File: src/rtl/axil_bram_pkg.sv
// Shared types and response codes for the AXI4-Lite to BRAM bridge.
package axil_bram_pkg;

    typedef enum logic [2:0] {
        IDLE     = 3'd0,
        WR_ISSUE = 3'd1,
        WR_RESP  = 3'd2,
        RD_ISSUE = 3'd3,
        RD_WAIT  = 3'd4,
        RD_DATA  = 3'd5
    } state_e;

    localparam logic [1:0] RESP_OKAY   = 2'b00;
    localparam logic [1:0] RESP_SLVERR = 2'b10;

endpackage

File: src/rtl/axil_bram_bridge.sv
// AXI4-Lite slave driving port A of a BRAM with single-word accesses.
// One transaction in flight; reads and writes share the port round-robin.
// Optional build macro AXIL_BRAM_FULLWORD_ONLY_EN: partial-strobe writes are
// accepted but suppressed on the BRAM side and answered with SLVERR.
// READ_LATENCY must be 1..3 (matches the BRAM output register depth).
module axil_bram_bridge
    import axil_bram_pkg::*;
#(
    parameter int ADDR_WIDTH   = 13,
    parameter int READ_LATENCY = 1
) (
    input  logic                  clk_a,
    input  logic                  reset,
    input  logic [ADDR_WIDTH-1:0] s_awaddr,
    input  logic                  s_awvalid,
    output logic                  s_awready,
    input  logic [31:0]           s_wdata,
    input  logic [3:0]            s_wstrb,
    input  logic                  s_wvalid,
    output logic                  s_wready,
    output logic [1:0]            s_bresp,
    output logic                  s_bvalid,
    input  logic                  s_bready,
    input  logic [ADDR_WIDTH-1:0] s_araddr,
    input  logic                  s_arvalid,
    output logic                  s_arready,
    output logic [31:0]           s_rdata,
    output logic [1:0]            s_rresp,
    output logic                  s_rvalid,
    input  logic                  s_rready,
    output logic                  bram_en,
    output logic [ADDR_WIDTH-1:0] bram_addr,
    output logic [31:0]           bram_wrdata,
    output logic [3:0]            bram_we,
    input  logic [31:0]           bram_rddata
);

    localparam int CNT_W = 2;

    state_e                state_q, state_d;
    logic                  wr_last_q, wr_last_d;   // 1: last grant went to a write
    logic [CNT_W-1:0]      cnt_q, cnt_d;
    logic                  wr_err_q, wr_err_d;
    logic                  bram_en_q, bram_en_d;
    logic [3:0]            bram_we_q, bram_we_d;
    logic [ADDR_WIDTH-1:0] bram_addr_q, bram_addr_d;
    logic [31:0]           bram_wrdata_q, bram_wrdata_d;
    logic                  s_bvalid_q, s_bvalid_d;
    logic [1:0]            s_bresp_q, s_bresp_d;
    logic                  s_rvalid_q, s_rvalid_d;
    logic [31:0]           s_rdata_q, s_rdata_d;

    logic wr_pend, rd_pend, grant_wr, grant_rd, in_idle, wr_reject;

    // The BRAM is word-addressed; the byte-lane bits of the AXI addresses are dropped.
    logic unused_addr_lsbs;
    assign unused_addr_lsbs = ^{s_awaddr[1:0], s_araddr[1:0]};

`ifdef AXIL_BRAM_FULLWORD_ONLY_EN
    assign wr_reject = (s_wstrb != 4'hF);
`else
    assign wr_reject = 1'b0;
`endif

    // Round-robin grant: a lone request wins, a tie goes to the class not served last.
    always_comb begin
        in_idle   = (state_q == IDLE) && !reset;
        wr_pend   = s_awvalid && s_wvalid;
        rd_pend   = s_arvalid;
        grant_wr  = in_idle && wr_pend && (!rd_pend || !wr_last_q);
        grant_rd  = in_idle && rd_pend && !grant_wr;
        s_awready = grant_wr;
        s_wready  = grant_wr;
        s_arready = grant_rd;
    end

    // Next-state and next-output computation for the transaction FSM.
    always_comb begin
        state_d       = state_q;
        wr_last_d     = wr_last_q;
        cnt_d         = cnt_q;
        wr_err_d      = wr_err_q;
        bram_en_d     = 1'b0;
        bram_we_d     = 4'h0;
        bram_addr_d   = bram_addr_q;
        bram_wrdata_d = bram_wrdata_q;
        s_bvalid_d    = s_bvalid_q;
        s_bresp_d     = s_bresp_q;
        s_rvalid_d    = s_rvalid_q;
        s_rdata_d     = s_rdata_q;
        case (state_q)
            IDLE: begin
                if (grant_wr) begin
                    bram_en_d     = !wr_reject;
                    bram_we_d     = wr_reject ? 4'h0 : s_wstrb;
                    bram_addr_d   = {s_awaddr[ADDR_WIDTH-1:2], 2'b00};
                    bram_wrdata_d = s_wdata;
                    wr_err_d      = wr_reject;
                    wr_last_d     = 1'b1;
                    state_d       = WR_ISSUE;
                end else if (grant_rd) begin
                    bram_en_d   = 1'b1;
                    bram_addr_d = {s_araddr[ADDR_WIDTH-1:2], 2'b00};
                    wr_last_d   = 1'b0;
                    state_d     = RD_ISSUE;
                end
            end
            WR_ISSUE: begin
                s_bvalid_d = 1'b1;
                s_bresp_d  = wr_err_q ? RESP_SLVERR : RESP_OKAY;
                state_d    = WR_RESP;
            end
            WR_RESP: begin
                if (s_bready) begin
                    s_bvalid_d = 1'b0;
                    s_bresp_d  = RESP_OKAY;
                    state_d    = IDLE;
                end
            end
            RD_ISSUE: begin
                cnt_d   = CNT_W'(READ_LATENCY - 1);
                state_d = RD_WAIT;
            end
            RD_WAIT: begin
                if (cnt_q == '0) begin
                    s_rdata_d  = bram_rddata;
                    s_rvalid_d = 1'b1;
                    state_d    = RD_DATA;
                end else begin
                    cnt_d = cnt_q - 1'b1;
                end
            end
            RD_DATA: begin
                if (s_rready) begin
                    s_rvalid_d = 1'b0;
                    state_d    = IDLE;
                end
            end
            default: state_d = IDLE;
        endcase
    end

    // State and registered outputs; reset drops any transaction without a response.
    always_ff @(posedge clk_a) begin
        if (reset) begin
            state_q       <= IDLE;
            wr_last_q     <= 1'b0;
            cnt_q         <= '0;
            wr_err_q      <= 1'b0;
            bram_en_q     <= 1'b0;
            bram_we_q     <= 4'h0;
            bram_addr_q   <= '0;
            bram_wrdata_q <= '0;
            s_bvalid_q    <= 1'b0;
            s_bresp_q     <= RESP_OKAY;
            s_rvalid_q    <= 1'b0;
            s_rdata_q     <= '0;
        end else begin
            state_q       <= state_d;
            wr_last_q     <= wr_last_d;
            cnt_q         <= cnt_d;
            wr_err_q      <= wr_err_d;
            bram_en_q     <= bram_en_d;
            bram_we_q     <= bram_we_d;
            bram_addr_q   <= bram_addr_d;
            bram_wrdata_q <= bram_wrdata_d;
            s_bvalid_q    <= s_bvalid_d;
            s_bresp_q     <= s_bresp_d;
            s_rvalid_q    <= s_rvalid_d;
            s_rdata_q     <= s_rdata_d;
        end
    end

    assign bram_en     = bram_en_q;
    assign bram_we     = bram_we_q;
    assign bram_addr   = bram_addr_q;
    assign bram_wrdata = bram_wrdata_q;
    assign s_bvalid    = s_bvalid_q;
    assign s_bresp     = s_bresp_q;
    assign s_rvalid    = s_rvalid_q;
    assign s_rdata     = s_rdata_q;
    assign s_rresp     = RESP_OKAY;

endmodule

File: config.mk
export PLATFORM = sky130hd
export DESIGN_NAME = axil_bram_bridge
export DESIGN_NICKNAME = d
export VERILOG_FILES = /design/src/rtl/axil_bram_pkg.sv /design/src/rtl/axil_bram_bridge.sv
export SDC_FILE = /design/constraint.sdc
export NUM_CORES = 1
export LEC_CHECK = 0
export ABC_CLOCK_PERIOD_IN_PS = 2390
export BUFFER_PORTS_ARGS = -buffer_cell sky130_fd_sc_hd__buf_4
export CAP_MARGIN = 20
export CORE_MARGIN = 2
export CORE_UTILIZATION = 39
export DETAILED_ROUTE_END_ITERATION = 10
export PLACE_DENSITY = 0.71
export SLEW_MARGIN = 10
export SYNTH_ARGS = -nofsm -noshare
export SYNTH_HDL_FRONTEND = slang
export SYNTH_SLANG_ARGS = --single-unit
File: constraint.sdc
create_clock -name clk_a -period 2.39 [get_ports clk_a]
set_input_delay 0.1195 -clock clk_a [delete_from_list [all_inputs] [get_ports clk_a]]
set_output_delay 0.1195 -clock clk_a [all_outputs]
set_load 0.02 [all_outputs]
==> metrics.yaml, run 1 <==
setup_path:
  path_depth: 4
  cp_data_arrival_time_ns: 2.03
  crit_required_ns: 2.27
  max_stage_delay_ns: 0.50
  end_kind: "output pin"
  path_class: "register to output pin"
  path_delay_family: "flip-flops"
  cp.buffers_inverters: 2
  crit_chain: "nor4_4, buf_4, o211a_1, buf_4"
  path_max_fanout: 15
  cp_common_cell: "buf_4"
  startpoint_type: "register"
  r2r_cells: 4
  cp_slowest_cell: "dfxtp_1"
place:
  dpl_cell_area_um2: 4910
  io_buffer_count: 181
  gp_congestion: 0.810
  dpl.hpwl_um: 6350
run_status:
  status: "finished, final reports clean"
timing:
  hold_viol_final: 0
  period_needed_ns: 2.15
  setup-tns-final_ns: 0
  skew_ns: 0.0129
  hold_ws_ns: 0.0203
  grt_setup_unrepaired: "no"
  fmax_mhz: 464
  final.period_utilization_pct: 90.1
  tightest_slew_ns: 0.848
  slew_headroom_pct: 43.4
  setup_viol: 0
  timing.final.max_slew_violations: 0
synthesis:
  synth_top_cell_by_area: "dfxtp_1"
  yosys.area.top_type_share_pct: 50.0
  synth.most_common_cell: "dfxtp_1"
  synth_commonest_cells: "88 x dfxtp_1, 71 x nand2_1, 48 x a21oi_1"
  ys_top_cells_by_area: "dfxtp_1 50%, nand2_1 7.6%, a21oi_1 6.8%"
  synth-edff-count: 0
  synth_seq_cells: 88
  synth_area_um2: 3520
  synth_ff_type: "dfxtp_1"
  seq_area_frac_synth_pct: 50.0
  ys_warn_count: 0
  yosysUniqueCellTypes: 36
  ys_async_sr_fraction_pct: 0
  avgSynthCellArea_um2: 9.22
  netlist_instances: 382
routing:
  antenna_left: 0
  viasPerCell: 4.85
  route.detailed.drc: 0
  via_count: 3477
  routed_wl_um: 10200
  dr.pass1.iters: 4
  drt_iter0_drc: 174
  wire_per_inst_um: 14.2
die:
  coreArea_um2: 8720
  initial_utilization_pct: 40.4
  fp.dieW_um: 99.1
  rows: 34
  ios: 192
  die-height_um: 99.1
  dieArea_um2: 9810
clocking:
  clockBufferDepth: 2
  root_buffer: "clkbuf_8"
  htreeDepth: 3
  cts_setup_buffers: 0
  clk_pin_slew_worst_paths_ns: 0.09
  cts_buffers: 9
  postCtsHoldBufs: 55
  clk_latency_ns: 0.35
  cts.sinks: 88
  cts_tree: "done"
  cts_resized: 0
grt:
  grt_pass1_wl_um: 16400
  antenna_found_initial: 0
  grt_use_met2_pct: 34.9
  gr-total-overflow: 0
  grt_max_degree: 83
  grt_use_total_pct: 20.5
  busiest_layer: "met2"
  grt_pass1_vias: 3532
  met3_usage_pct: 7.59
  grt_util_met1_pct: 24.3
cells_and_area:
  nFillCells: 673
  area_growth_syn_to_layout_pct: 61.0
  stdcell_area_um2: 5670
  n_antenna_cell: 0
  drive_above_1_share_pct: 36.5
  final_nets: 706
  utilization_pct: 65.1
pwr:
  total_power_mw: 3.28
  irDropWorstVdd_uv: 320
  cellLeakagePower_nw: 2.53
  pwr_density_cell_nw_per_um2: 578
hold_path:
  hold_class: "input port to register"
  whs_path_depth: 3
job:
  maxCapViolCount: 0
==> registers in the layout, summed over array words and instances (netlist names) <==
register     flops
cnt_q            2
state_q          3
bram_addr       11
s_rdata         32
bram_wrdata     32
bram_en          1
bram_we          4
s_bvalid         1
s_rvalid         1
wr_last_q        1
==> worst reg2reg max path: cells and delay by family, from the launching register on <==
family | cells | cell delay (ns)
compound gates | 2 | 0.82
buf+inv | 1 | 0.22
flops | 1 | 0.70
simple gates | 1 | 0.10
==> metrics by stage <==
stage / cells / worst slack, ns
finish: 717 / 0.237
global route: 717 / 0.120
CTS: 715 / 0.237
detailed placement: 644 / 0.395
global placement: 644 / 0.602
floorplan: 387 / 0.704
==> kinds of logic (layout without fill, tap and decap cells) <==
| kind of cell | count (synthesis) | count (layout) | share of synthesized area, % |
|---|---|---|---|
| other | 1 | 6 | 0.106 |
| adders and majority gates | 1 | 1 | 0.355 |
| AOI/OAI and AO/OA | 74 | 74 | 12.7 |
| DFF | 88 | 88 | 50.0 |
| muxes | 32 | 32 | 10.2 |
| and+or+nand+nor | 134 | 134 | 19.5 |
| buffers and inverters | 52 | 274 | 7.10 |
==> where the power goes <==
group | switching (mW) | internal, mW
combinational | 0.308 | 0.354
sequential | 0.0610 | 1.54
clock | 0.523 | 0.489
total | 0.892 | 2.39
==> final timing paths <==
path | startpoint | to | slack (ns)
setup / recovery | state_q[1] | s_arready | 0.24
hold / removal | bram_rddata[23] | s_rdata[23] | 0.02
setup reg to reg | state_q[1] | bram_addr[4] | 0.41
hold reg to reg | s_rdata[23] | s_rdata[23] | 0.46
==> cell usage in the layout, fill, tap and decap left out, types with 2 or more instances in the layout <==
cell type / count
buf_4: 185
dfxtp_1: 88
nand2_1: 71
dlygate4sd3_1: 57
a21oi_1: 48
nor2b_1: 34
mux2_2: 18
inv_1: 15
mux2_1: 14
nor4_1: 12
a2111oi_0: 12
clkbuf_8: 9
and2_1: 6
conb_1: 6
o21ai_0: 4
a211oi_1: 3
clkbuf_1: 3
nor2_1: 2
clkinv_4: 2
==> cell type report <==
type / instances / area, um^2 / share of cell area, %
repair buffers: 243 / 1980 / 34.9
flip-flops and latches: 88 / 1760 / 31.0
multi-input cells: 247 / 1550 / 27.3
clock buffers: 12 / 135 / 2.38
clock inverters: 4 / 55.1 / 0.970
well taps: 108 / 135 / 2.38
inverters: 15 / 56.3 / 0.992
==> layer usage <==
layer	vias up	part of all wire (%)
met3	12	8.2
met4	0	1.1
met5	-	0
li1	1717	-
met2	143	49
met1	1605	42
No activity file was read; power rests on OpenSTA's default activity.
==> run 2: changes to the inputs <==
- ABC_AREA: default -> 1
- PLACE_DENSITY: 0.71 -> 0.72
==> metrics.yaml, run 2 <==
timing:
  fmax_mhz: 485
  hold_ws_ns: 0.0642
  skew_ns: 0.00805
  hold_viol_final: 0
  period_needed_ns: 2.06
  final.period_utilization_pct: 86.2
  grt_setup_unrepaired: "no"
  slew_headroom_pct: 59.5
  fin_ws_ns: 0.329
  setup_viol: 0
  setup-tns-final_ns: 0
  timing.final.max_slew_violations: 0
  tightest_slew_ns: 0.607
setup_path:
  crit_chain: "nor2_4, nand2_2, nor2_4, nand2_2, inv_2, buf_4, buf_4"
  startpoint_type: "register"
  max_stage_delay_ns: 0.40
  cp_data_arrival_time_ns: 1.94
  path_max_fanout: 45
  end_kind: "output pin"
  crit_required_ns: 2.27
  path_class: "register to output pin"
  cp_slowest_cell: "dfxtp_1"
synthesis:
  avgSynthCellArea_um2: 7.49
  ys_async_sr_fraction_pct: 0
  synth-edff-count: 0
  synth_area_um2: 3370
  synth_seq_cells: 88
  synth_commonest_cells: "109 x nand2_1, 88 x dfxtp_1, 47 x inv_1"
  seq_area_frac_synth_pct: 52.2
  synth_top_cell_by_area: "dfxtp_1"
  yosys.area.top_type_share_pct: 52.2
  synth.most_common_cell: "nand2_1"
  netlist_instances: 450
  synth_ff_type: "dfxtp_1"
  yosysUniqueCellTypes: 21
  ys_warn_count: 0
  ys_top_cells_by_area: "dfxtp_1 52%, nand2_1 12%, o21ai_0 6.7%"
routing:
  drt_iter0_drc: 124
  antenna_left: 0
  wire_per_inst_um: 13.3
  routed_wl_um: 10200
  route.detailed.drc: 0
  via_count: 3664
  dr.pass1.iters: 4
  viasPerCell: 4.78
clocking:
  clockBufferDepth: 2
  clk_pin_slew_worst_paths_ns: 0.08
  root_buffer: "clkbuf_8"
  cts.sinks: 88
  cts_setup_buffers: 0
  cts_tree: "done"
  htreeDepth: 3
  cts_buffers: 9
  clk_latency_ns: 0.34
die:
  fp.dieW_um: 97.0
  die-height_um: 97.0
  initial_utilization_pct: 40.6
  dieArea_um2: 9410
  rows: 33
  ios: 192
  coreArea_um2: 8300
grt:
  grt_use_met2_pct: 34.6
  grt_util_met1_pct: 24.7
  antenna_found_initial: 0
  gr-total-overflow: 0
  grt_max_degree: 49
  grt_pass1_vias: 3470
  busiest_layer: "met2"
  grt_pass1_wl_um: 16300
  grt_use_total_pct: 21.2
  met3_usage_pct: 8.24
place:
  dpl.hpwl_um: 6520
  io_buffer_count: 181
  gp_congestion: 0.881
  pre_cts_ws_ns: 0.630
cells_and_area:
  area_growth_syn_to_layout_pct: 58.6
  layout_commonest_cell: "buf_4"
  final_nets: 758
  utilization_pct: 64.4
  layout_common_cells: "185 x buf_4, 109 x nand2_1, 88 x dfxtp_1"
  drive_above_1_share_pct: 31.9
  n_antenna_cell: 0
job:
  maxCapViolCount: 0
pwr:
  pwr_density_cell_nw_per_um2: 758
  total_power_mw: 4.05
  irDropWorstVdd_uv: 441
  cellLeakagePower_nw: 2.64
run_status:
  status: "finished, final reports clean"
hold_path:
  hold_class: "input port to register"
[run 2: cell count changes after synthesis, sizes merged, moves of 32 or more]
cell / change
o21ai: +44
nand3: +41
nand2: +40
inv: +35
nor2: +34
nor2b: -34
mux2: -32
[run 2: path summary, 6_finish.rpt]
check | start | to | slack [ns] | depth (start not counted)
max reg2reg | state_q[1] | bram_addr[4] | 0.59 | 10
min | bram_rddata[19] | s_rdata[19] | 0.06 | 3
min reg2reg | s_rdata[14] | s_rdata[14] | 0.45 | 2
max | state_q[1] | s_wready | 0.33 | 7
[run 2: repair_timing]
action,CTS,global route
setup endpoints to repair,0,0
hold buffers,37,0
resized for setup,0,0
hold endpoints to repair,39,0
[run 2: report_power, final]
part           internal [mW]  total [mW]  switching, mW  leakage, nW
combinational          0.512        1.19          0.673         1.82
sequential              1.66        1.77          0.117        0.715
clock                  0.597        1.09          0.495        0.113
[run 2: logic make-up (layout without fill, tap and decap cells)]
family | count (synthesis) | in the layout | synth area share, %
compound gates | 86 | 86 | 12.9
fa+ha+maj | 1 | 1 | 0.371
buf+inv | 83 | 289 | 10.8
flops | 88 | 88 | 52.2
other cells | 1 | 6 | 0.111
simple gates | 191 | 191 | 23.6
[run 2: worst max-delay path: cells and delay by family (launching register included)]
kind	cells	cell delay [ns]
DFF	1	0.40
and+or+nand+nor	4	0.52
buffers and inverters	3	0.67
[run 2: cell type report]
cell class              count  area [um^2]
clock buffers              14          183
repair buffers            223         1780
multi-input cells         284         1270
well taps                 105          131
flip-flops and latches     88         1760
fillers                   685         2950
clock inverters             2         35.0
inverters                  50          188
[run 2: per-layer routing]
metal	vias to the layer above	share of wire (%)
li1	1817	-
met1	1632	40
met2	192	46
met3	23	11
met4	0	2.3
met5	-	0
[run 2: metrics by stage]
stage                     std cells  area [um^2]
final                           766         5350
after global routing            766         5350
after CTS                       766         5350
after detailed placement        713         4760
after global placement          713         4760
after floorplan                 455         3390
